## src/rtl/ifu_pkg.sv

```systemverilog
// rtl/ifu_pkg.sv - shared types and constants for the instruction fetch unit
// Purpose: fetch FSM state encoding, default PC parameters and the nop word.
// Ports: none (package).

package ifu_pkg;

  typedef enum logic [1:0] {
    ISSUE = 2'd0,
    WAIT  = 2'd1,
    HOLD  = 2'd2
  } ifu_state_e;

  localparam logic [31:0] PC_BASE_DEFAULT  = 32'h0000_3000;
  localparam logic [31:0] RESET_PC_DEFAULT = 32'h0000_0000;
  localparam logic [31:0] NOP_INSTR        = 32'h0000_0000;

endpackage

```

## src/rtl/ifu_pc_reg.sv

```systemverilog
// rtl/ifu_pc_reg.sv - zero-based program counter register
// Purpose: holds the internal PC; a flush load beats a next-PC load.
// Ports:
//   clk, rst_n   clock, asynchronous active-low reset
//   flush_ld     load flush_pc
//   flush_pc     restart PC
//   npc_ld       load npc_in
//   npc_in       next PC from the next-PC logic
//   pc_q         current internal PC

module ifu_pc_reg #(
  parameter logic [31:0] RESET_PC = 32'h0000_0000
) (
  input  logic        clk,
  input  logic        rst_n,
  input  logic        flush_ld,
  input  logic [31:0] flush_pc,
  input  logic        npc_ld,
  input  logic [31:0] npc_in,
  output logic [31:0] pc_q
);

  logic [31:0] pc_d;

  always_comb begin
    pc_d = pc_q;
    if (flush_ld) begin
      pc_d = flush_pc;
    end else if (npc_ld) begin
      pc_d = npc_in;
    end
  end

  always_ff @(posedge clk or negedge rst_n) begin
    if (!rst_n) begin
      pc_q <= RESET_PC;
    end else begin
      pc_q <= pc_d;
    end
  end

endmodule

```

## src/rtl/ifu_fetch.sv

```systemverilog
// rtl/ifu_fetch.sv - single-outstanding instruction fetch stage
// Purpose: owns the PC, issues one imem request at a time, holds the fetched
//   instruction for decode and loads the next PC on accept. Flush restarts at
//   flush_pc and drops any response still in flight.
// Build option: IFU_ALIGN_CHECK_EN - a misaligned PC produces a nop with
//   fetch_fault set instead of a memory request.
// Ports:
//   clk, rst_n                         clock, asynchronous active-low reset
//   npc_in                             next internal PC (valid while if_valid)
//   flush, flush_pc                    restart request and restart PC
//   imem_req, imem_addr, imem_gnt      request channel
//   imem_rvalid, imem_rdata            response channel
//   if_valid, if_instr, if_pc          held instruction and its internal PC
//   if_pc_disp                         if_pc + PC_BASE
//   id_ready                           decode accepts the held instruction
//   fetch_fault                        misalignment fault (0 when compiled out)

module ifu_fetch
  import ifu_pkg::*;
#(
  parameter logic [31:0] PC_BASE  = PC_BASE_DEFAULT,
  parameter logic [31:0] RESET_PC = RESET_PC_DEFAULT
) (
  input  logic        clk,
  input  logic        rst_n,
  input  logic [31:0] npc_in,
  input  logic        flush,
  input  logic [31:0] flush_pc,
  output logic        imem_req,
  output logic [31:0] imem_addr,
  input  logic        imem_gnt,
  input  logic        imem_rvalid,
  input  logic [31:0] imem_rdata,
  output logic        if_valid,
  output logic [31:0] if_instr,
  output logic [31:0] if_pc,
  output logic [31:0] if_pc_disp,
  input  logic        id_ready,
  output logic        fetch_fault
);

  ifu_state_e  state_q, state_d;
  logic        kill_q, kill_d;
  logic        valid_q, valid_d;
  logic [31:0] instr_q, instr_d;
  logic [31:0] ifpc_q, ifpc_d;
  logic [31:0] pc_q;
  logic        flush_ld;
  logic        npc_ld;
  logic        misalign;

`ifdef IFU_ALIGN_CHECK_EN
  logic        fault_q, fault_d;
  assign misalign    = (pc_q[1:0] != 2'b00);
  assign fetch_fault = fault_q;
`else
  assign misalign    = 1'b0;
  assign fetch_fault = 1'b0;
`endif

  ifu_pc_reg #(
    .RESET_PC (RESET_PC)
  ) u_pc_reg (
    .clk      (clk),
    .rst_n    (rst_n),
    .flush_ld (flush_ld),
    .flush_pc (flush_pc),
    .npc_ld   (npc_ld),
    .npc_in   (npc_in),
    .pc_q     (pc_q)
  );

  // Gated with rst_n so no request is seen while reset is asserted.
  assign imem_req   = rst_n && (state_q == ISSUE) && !misalign;
  assign imem_addr  = pc_q;
  assign if_valid   = valid_q;
  assign if_instr   = instr_q;
  assign if_pc      = ifpc_q;
  assign if_pc_disp = ifpc_q + PC_BASE;

  always_comb begin
    state_d  = state_q;
    kill_d   = kill_q;
    valid_d  = valid_q;
    instr_d  = instr_q;
    ifpc_d   = ifpc_q;
    flush_ld = 1'b0;
    npc_ld   = 1'b0;
`ifdef IFU_ALIGN_CHECK_EN
    fault_d  = fault_q;
`endif
    if (flush) begin
      flush_ld = 1'b1;
      valid_d  = 1'b0;
`ifdef IFU_ALIGN_CHECK_EN
      fault_d  = 1'b0;
`endif
    end
    unique case (state_q)
      ISSUE: begin
        if (flush) begin
          // A request granted in the flush cycle is already in flight.
          if (imem_req && imem_gnt) begin
            kill_d  = 1'b1;
            state_d = WAIT;
          end
        end else if (misalign) begin
          valid_d = 1'b1;
          instr_d = NOP_INSTR;
          ifpc_d  = pc_q;
`ifdef IFU_ALIGN_CHECK_EN
          fault_d = 1'b1;
`endif
          state_d = HOLD;
        end else if (imem_gnt) begin
          state_d = WAIT;
        end
      end
      WAIT: begin
        if (flush) begin
          // A response arriving with the flush is the in-flight one: drop it
          // now rather than waiting for a response that will never come.
          if (imem_rvalid) begin
            kill_d  = 1'b0;
            state_d = ISSUE;
          end else begin
            kill_d  = 1'b1;
          end
        end else if (imem_rvalid) begin
          if (kill_q) begin
            kill_d  = 1'b0;
            state_d = ISSUE;
          end else begin
            valid_d = 1'b1;
            instr_d = imem_rdata;
            ifpc_d  = pc_q;
            state_d = HOLD;
          end
        end
      end
      HOLD: begin
        if (flush) begin
          state_d = ISSUE;
        end else if (id_ready) begin
          npc_ld  = 1'b1;
          valid_d = 1'b0;
`ifdef IFU_ALIGN_CHECK_EN
          fault_d = 1'b0;
`endif
          state_d = ISSUE;
        end
      end
      default: begin
        state_d = ISSUE;
      end
    endcase
  end

  always_ff @(posedge clk or negedge rst_n) begin
    if (!rst_n) begin
      state_q <= ISSUE;
      kill_q  <= 1'b0;
      valid_q <= 1'b0;
      instr_q <= '0;
      ifpc_q  <= RESET_PC;
    end else begin
      state_q <= state_d;
      kill_q  <= kill_d;
      valid_q <= valid_d;
      instr_q <= instr_d;
      ifpc_q  <= ifpc_d;
    end
  end

`ifdef IFU_ALIGN_CHECK_EN
  always_ff @(posedge clk or negedge rst_n) begin
    if (!rst_n) begin
      fault_q <= 1'b0;
    end else begin
      fault_q <= fault_d;
    end
  end
`endif

endmodule

```

## config.mk

```make
export PLATFORM = sky130hd
export DESIGN_NAME = ifu_fetch
export DESIGN_NICKNAME = d
export VERILOG_FILES = /design/src/rtl/ifu_pkg.sv /design/src/rtl/ifu_pc_reg.sv /design/src/rtl/ifu_fetch.sv
export SDC_FILE = /design/constraint.sdc
export NUM_CORES = 1
export LEC_CHECK = 0
export ABC_AREA = 0
export BUFFER_PORTS_ARGS = -buffer_cell sky130_fd_sc_hd__buf_2
export CELL_PAD_IN_SITES_DETAIL_PLACEMENT = 0
export CELL_PAD_IN_SITES_GLOBAL_PLACEMENT = 1
export CORE_UTILIZATION = 34
export DETAILED_ROUTE_END_ITERATION = 7
export HOLD_SLACK_MARGIN = 0.02
export PLACE_DENSITY_LB_ADDON = 0.1
export SLEW_MARGIN = 20
export SYNTH_ARGS = -nofsm -noshare
export SYNTH_HDL_FRONTEND = slang
export SYNTH_HIERARCHICAL = 1
export SYNTH_SLANG_ARGS = --single-unit
```

## constraint.sdc

```tcl
create_clock -name clk -period 1.9 [get_ports clk]
set_input_delay 0.38 -clock clk [delete_from_list [all_inputs] [get_ports clk]]
set_output_delay 0.38 -clock clk [all_outputs]
set_load 0.05 [all_outputs]
```

* Word-level counts from Yosys, hierarchy flattened
Cells that the tools add are included.
Storage, ports and cells: flip-flop bits (word level) 100, output and inout port bits 131, logic and storage cells 55
Operators by class: reduce and logical (&&, ||, !) cells 8, equal/unequal tests 9, add/subtract/negate cells 1, bitwise logic cells 2, muxes and demuxes 29
Operator list (number):
- $mux W32 | 2
- $add A32 B14 Y32 const B | 1
- $mux W2 | 9
- $mux W1 | 15
- $reduce_and A4 Y1 | 3
- $ne A3 B3 Y1 const B | 3
- $pmux W2 S3 | 1
- $ne A2 B2 Y1 const B | 2
- $pmux W1 S2 | 2
- $reduce_bool A2 Y1 | 2
- $ne A3 B2 Y1 const B | 1
- $eq A2 B1 Y1 const B | 1
- $eq A2 B2 Y1 const B | 1
- $logic_and A1 B1 Y1 | 2
- $logic_not A2 Y1 | 1
- $ne A2 B1 Y1 const B | 1
- $not A1 Y1 | 2

* Longest topological paths before layout
word-level depth 6, gate-level depth with buffers 8, gate-level depth less buffers 6

* Modules after synthesis
Netlist, hierarchy kept.
Modules (own cells, without submodules):
- ifu_fetch | times used 1, area each 3104.2 um^2, cells each 236, seq. area each 1701.6 um^2
- ifu_pc_reg | times used 1, area each 1515.2 um^2, cells each 139, seq. area each 800.8 um^2

* Worst setup path before layout
Ideal clock, no wire load.
kind register to output, start point register ifpc_q[12] (netlist: if_pc[12]), end point output port if_pc_disp[26], buffers on the path 0, slack -1.165 ns, stages on the path, launching flop included 6, arrival time 2.685 ns, path through dfrtp_1 > inv_1 > ha_1 > or3_4 > nor3_2 > xor2_1
Between the ends: cells in the longest elaborated chain, start to end 1
Ends and longest elaborated chain:
- from (decl) | line ifu_fetch.sv:46 | logic [31:0] ifpc_q, ifpc_d;
- from (signal assigned) | line ifu_fetch.sv:171 | ifpc_q <= ifpc_d;
- $add A32 B14 Y32 | line ifu_fetch.sv:79 | assign if_pc_disp = ifpc_q + PC_BASE;
- to (decl) | line ifu_fetch.sv:37 | output logic [31:0] if_pc_disp,
No other way between the ends.

* Worst setup path after layout
Same ends and word-level chain as after synthesis.

==> impl_metrics.py <==
metrics = {
    "finish": {
        "drive_gt1_frac": 0.654,
        "antenna_cells": 0,
        "layout.nets": 746,
        "fin_area_um2": 7200,
        "final_util": 0.544,
        "syn_to_final_growth_pct": 56.0,
    },
    "power_and_ir_drop": {
        "power_leakage_nw": 3.44,
        "power_mw": 14.1,
        "powerDensity_nw_per_um2": 1960,
        "peakVddDrop_uv": 887,
    },
    "yosys": {
        "synth.area.top_cells": "dfrtp_1 54%, mux2_2 15%, mux2i_1 7.2%",
        "synth-edff-count": 0,
        "yosysTopAreaCell": "dfrtp_1",
        "synth_top_area_frac": 0.542,
        "synth_fp_nets": 481,
        "synth_xor_area_frac": 0.0341,
        "synth_cells": 375,
        "synth_fa_ha_area_frac": 0.0108,
        "async_reset_ff_frac": 1.00,
        "synth_warnings": 6,
        "synth_area_per_cell_um2": 12.3,
        "synth.distinct_cells": 35,
        "ys.flop_type": "dfrtp_1",
        "ys_top_cells_by_count": "100 x dfrtp_1, 60 x mux2_2, 40 x nand2_1, 33 x mux2i_1, 28 x o21ai_1",
        "synthSimpleGateAreaFrac": 0.0785,
        "synth_compound_area_frac": 0.0561,
        "synth_area_um2": 4620,
        "synth_seq_cells": 100,
        "synth.most_common_cell": "dfrtp_1",
        "synth_top_family_by_area": "multiplexers",
        "synth.mux.area_fraction": 0.218,
        "ys_seq_area_frac": 0.542,
    },
    "floorplan": {
        "fp.dieW_um": 119,
        "row_count": 42,
        "initial_core_util": 0.349,
        "die_h_um": 119,
        "core_um2": 13200,
        "io_pins": 233,
        "die-area_um2": 14100,
    },
    "clocking": {
        "cts_tree": "done",
        "cts_buffers": 9,
        "cts-root-buf": "clkbuf_16",
        "clkTransAtPathRegs_ns": 0.07,
        "insertion_delay_ns": 0.34,
        "clk_path_buf_depth": 2,
        "clock_sinks": 100,
        "htreeDepth": 3,
    },
    "flow_run": {
        "max_cap_violations": 0,
    },
    "worst_setup_path": {
        "critPathSlowestCell": "dfrtp_2",
        "crit_path_end_kind": "primary output",
        "worstSetupPathType": "register to primary output",
        "required_ns": 1.52,
        "cp.arrival_ns": 1.96,
        "rrSetupSlack_ns": 0.05,
        "path_max_fanout": 4,
        "max_stage_delay_ns": 0.38,
        "r2r-start": "state_q[1]$_DFFE_PN0P_",
        "critPathLaunchType": "register",
        "cp_cell_sequence": "clkinvlp_4, ha_4, or3_4, nor3_4, xor2_4, buf_6",
        "rr_endpoint": "if_pc[27]$_DFFE_PN0P_",
        "r2r_cells": 7,
    },
    "timing": {
        "finalHoldViolCount": 0,
        "period_minus_slack_ns": 2.34,
        "relSlewSlack": 0.485,
        "fin_setup_tns_ns": -5.56,
        "grt_setup_unrepaired": "yes",
        "slew_viol_final": 0,
        "fin_skew_ns": 0.00440,
        "clock.fmax_mhz": 427,
        "postLayoutSetupSlackWorst_ns": -0.439,
        "setup_viol": 17,
        "tightest_slew_ns": 0.772,
        "post-route-period-util": 1.23,
    },
    "global_routing": {
        "grt_pass1_wl_um": 19900,
        "grt_max_degree": 66,
        "grt_usage": 0.182,
        "grt_pass1_vias": 3847,
        "antenna_found_initial": 0,
        "grt_overflow_total": 0,
    },
    "outcome": {
        "outcome": "finished, violations left",
        "violations": "negative setup slack",
    },
    "detailed_routing": {
        "dr.pass1.iters": 4,
        "vias": 3789,
        "drt_wl_total_um": 12500,
        "vias_per_cell": 4.62,
        "drt-initial-drc-count": 132,
        "wl_per_cell_um": 15.2,
        "ant_nets": 0,
        "drc": 0,
    },
    "worst_hold_path": {
        "hp-class": "input port to async pin",
    },
    "place": {
        "gp_congestion": 0.776,
        "dpl_cell_area_um2": 6400,
        "dp_hpwl_um": 9090,
        "io_buffers": 231,
    },
}
-- routing by layer --
metal	track usage	share of wire	wire [µm]	vias to the layer above
met5	0	0	0	-
met4	0.0672	0.014	179	0
li1	-	-	-	1815
met3	0.0362	0.059	734	12
met2	0.305	0.50	6280	133
met1	0.231	0.42	5290	1829
-- placed cells by master, fill, tap and decap left out, drive strengths merged, types with 2 or more instances in the layout --
master / count
mux2: 60
nor2: 6
buf: 282
or3: 2
xnor2: 14
bufinv: 3
clkinvlp: 3
a21oi: 4
xor2: 4
inv: 8
nand4: 5
nand2: 40
ha: 4
nand3: 8
mux2i: 33
dfrtp: 100
nor3: 4
o21ai: 41
clkbuf: 12
-- sequential cells by signal, indices dropped and copies added, names as in the netlist --
register       cells
if_instr          32
if_pc             32
u_pc_reg/pc_q     32
state_q            2
if_valid           1
kill_q             1
-- final cells by class --
| type | count | area, µm² |
|---|---|---|
| fill | 1193 | 6040 |
| sequential | 100 | 2520 |
| multi-input combinational | 235 | 2290 |
| timing repair buffer | 285 | 1800 |
| clock buffer | 10 | 229 |
| tap | 176 | 220 |
| clock inverter | 6 | 111 |
| inverter | 9 | 41.3 |
-- worst max path at each step --
stage | startpoint | end | slack [ns] | cells past startpoint
floorplan | if_pc[12]$_DFFE_PN0P_ | if_pc_disp[26] | -0.64 | 5
global placement | if_pc[12]$_DFFE_PN0P_ | if_pc_disp[26] | -0.17 | 6
detailed placement | if_pc[12]$_DFFE_PN0P_ | if_pc_disp[26] | -0.22 | 6
CTS | if_pc[12]$_DFFE_PN0P_ | if_pc_disp[26] | -0.48 | 6
global route | if_pc[12]$_DFFE_PN0P_ | if_pc_disp[26] | -0.51 | 6
finish | if_pc[12]$_DFFE_PN0P_ | if_pc_disp[26] | -0.44 | 6
-- worst max-delay path, delay by kind of cell, from the launching register on --
| family | cells | cell delay [ns] |
|---|---|---|
| buf+inv | 2 | 0.28 |
| fa+ha+maj | 1 | 0.16 |
| xor+xnor | 1 | 0.16 |
| simple gates | 2 | 0.63 |
| flops | 1 | 0.38 |
-- metrics by stage --
step	setup WS, ns	hold WS (ns)	instances
after floorplan	-0.639	0.0844	375
after global placement	-0.174	0.270	789
after detailed placement	-0.218	0.272	789
after CTS	-0.483	0.0796	814
after global routing	-0.510	0.110	821
final	-0.439	0.0887	821
-- power by group --
group | total, mW | switching [mW] | internal (mW) | leakage, nW
Clock | 2.06 | 0.772 | 1.29 | 0.163
Combinational | 8.60 | 5.79 | 2.81 | 2.06
Sequential | 3.46 | 0.530 | 2.93 | 1.21
Total | 14.1 | 7.09 | 7.03 | 3.44
-- logic make-up (layout without fill, tap and decap cells) --
| family | after synthesis | after routing |
|---|---|---|
| other cells | 1 | 1 |
| simple gates | 71 | 71 |
| buf+inv | 40 | 310 |
| compound gates | 48 | 48 |
| mux | 93 | 93 |
| fa+ha+maj | 4 | 4 |
| xor+xnor | 18 | 18 |
| flops | 100 | 100 |
-- what timing repair did --
action                                  CTS  global route
resized for setup                        66            11
setup buffers                             8             6
endpoints found under the hold margin    15             0
endpoints found under the setup margin   19            50
cloned                                    0             2
hold buffers                              1             0
pin swaps                                 7             8
No activity file was read; power rests on OpenSTA's default activity.
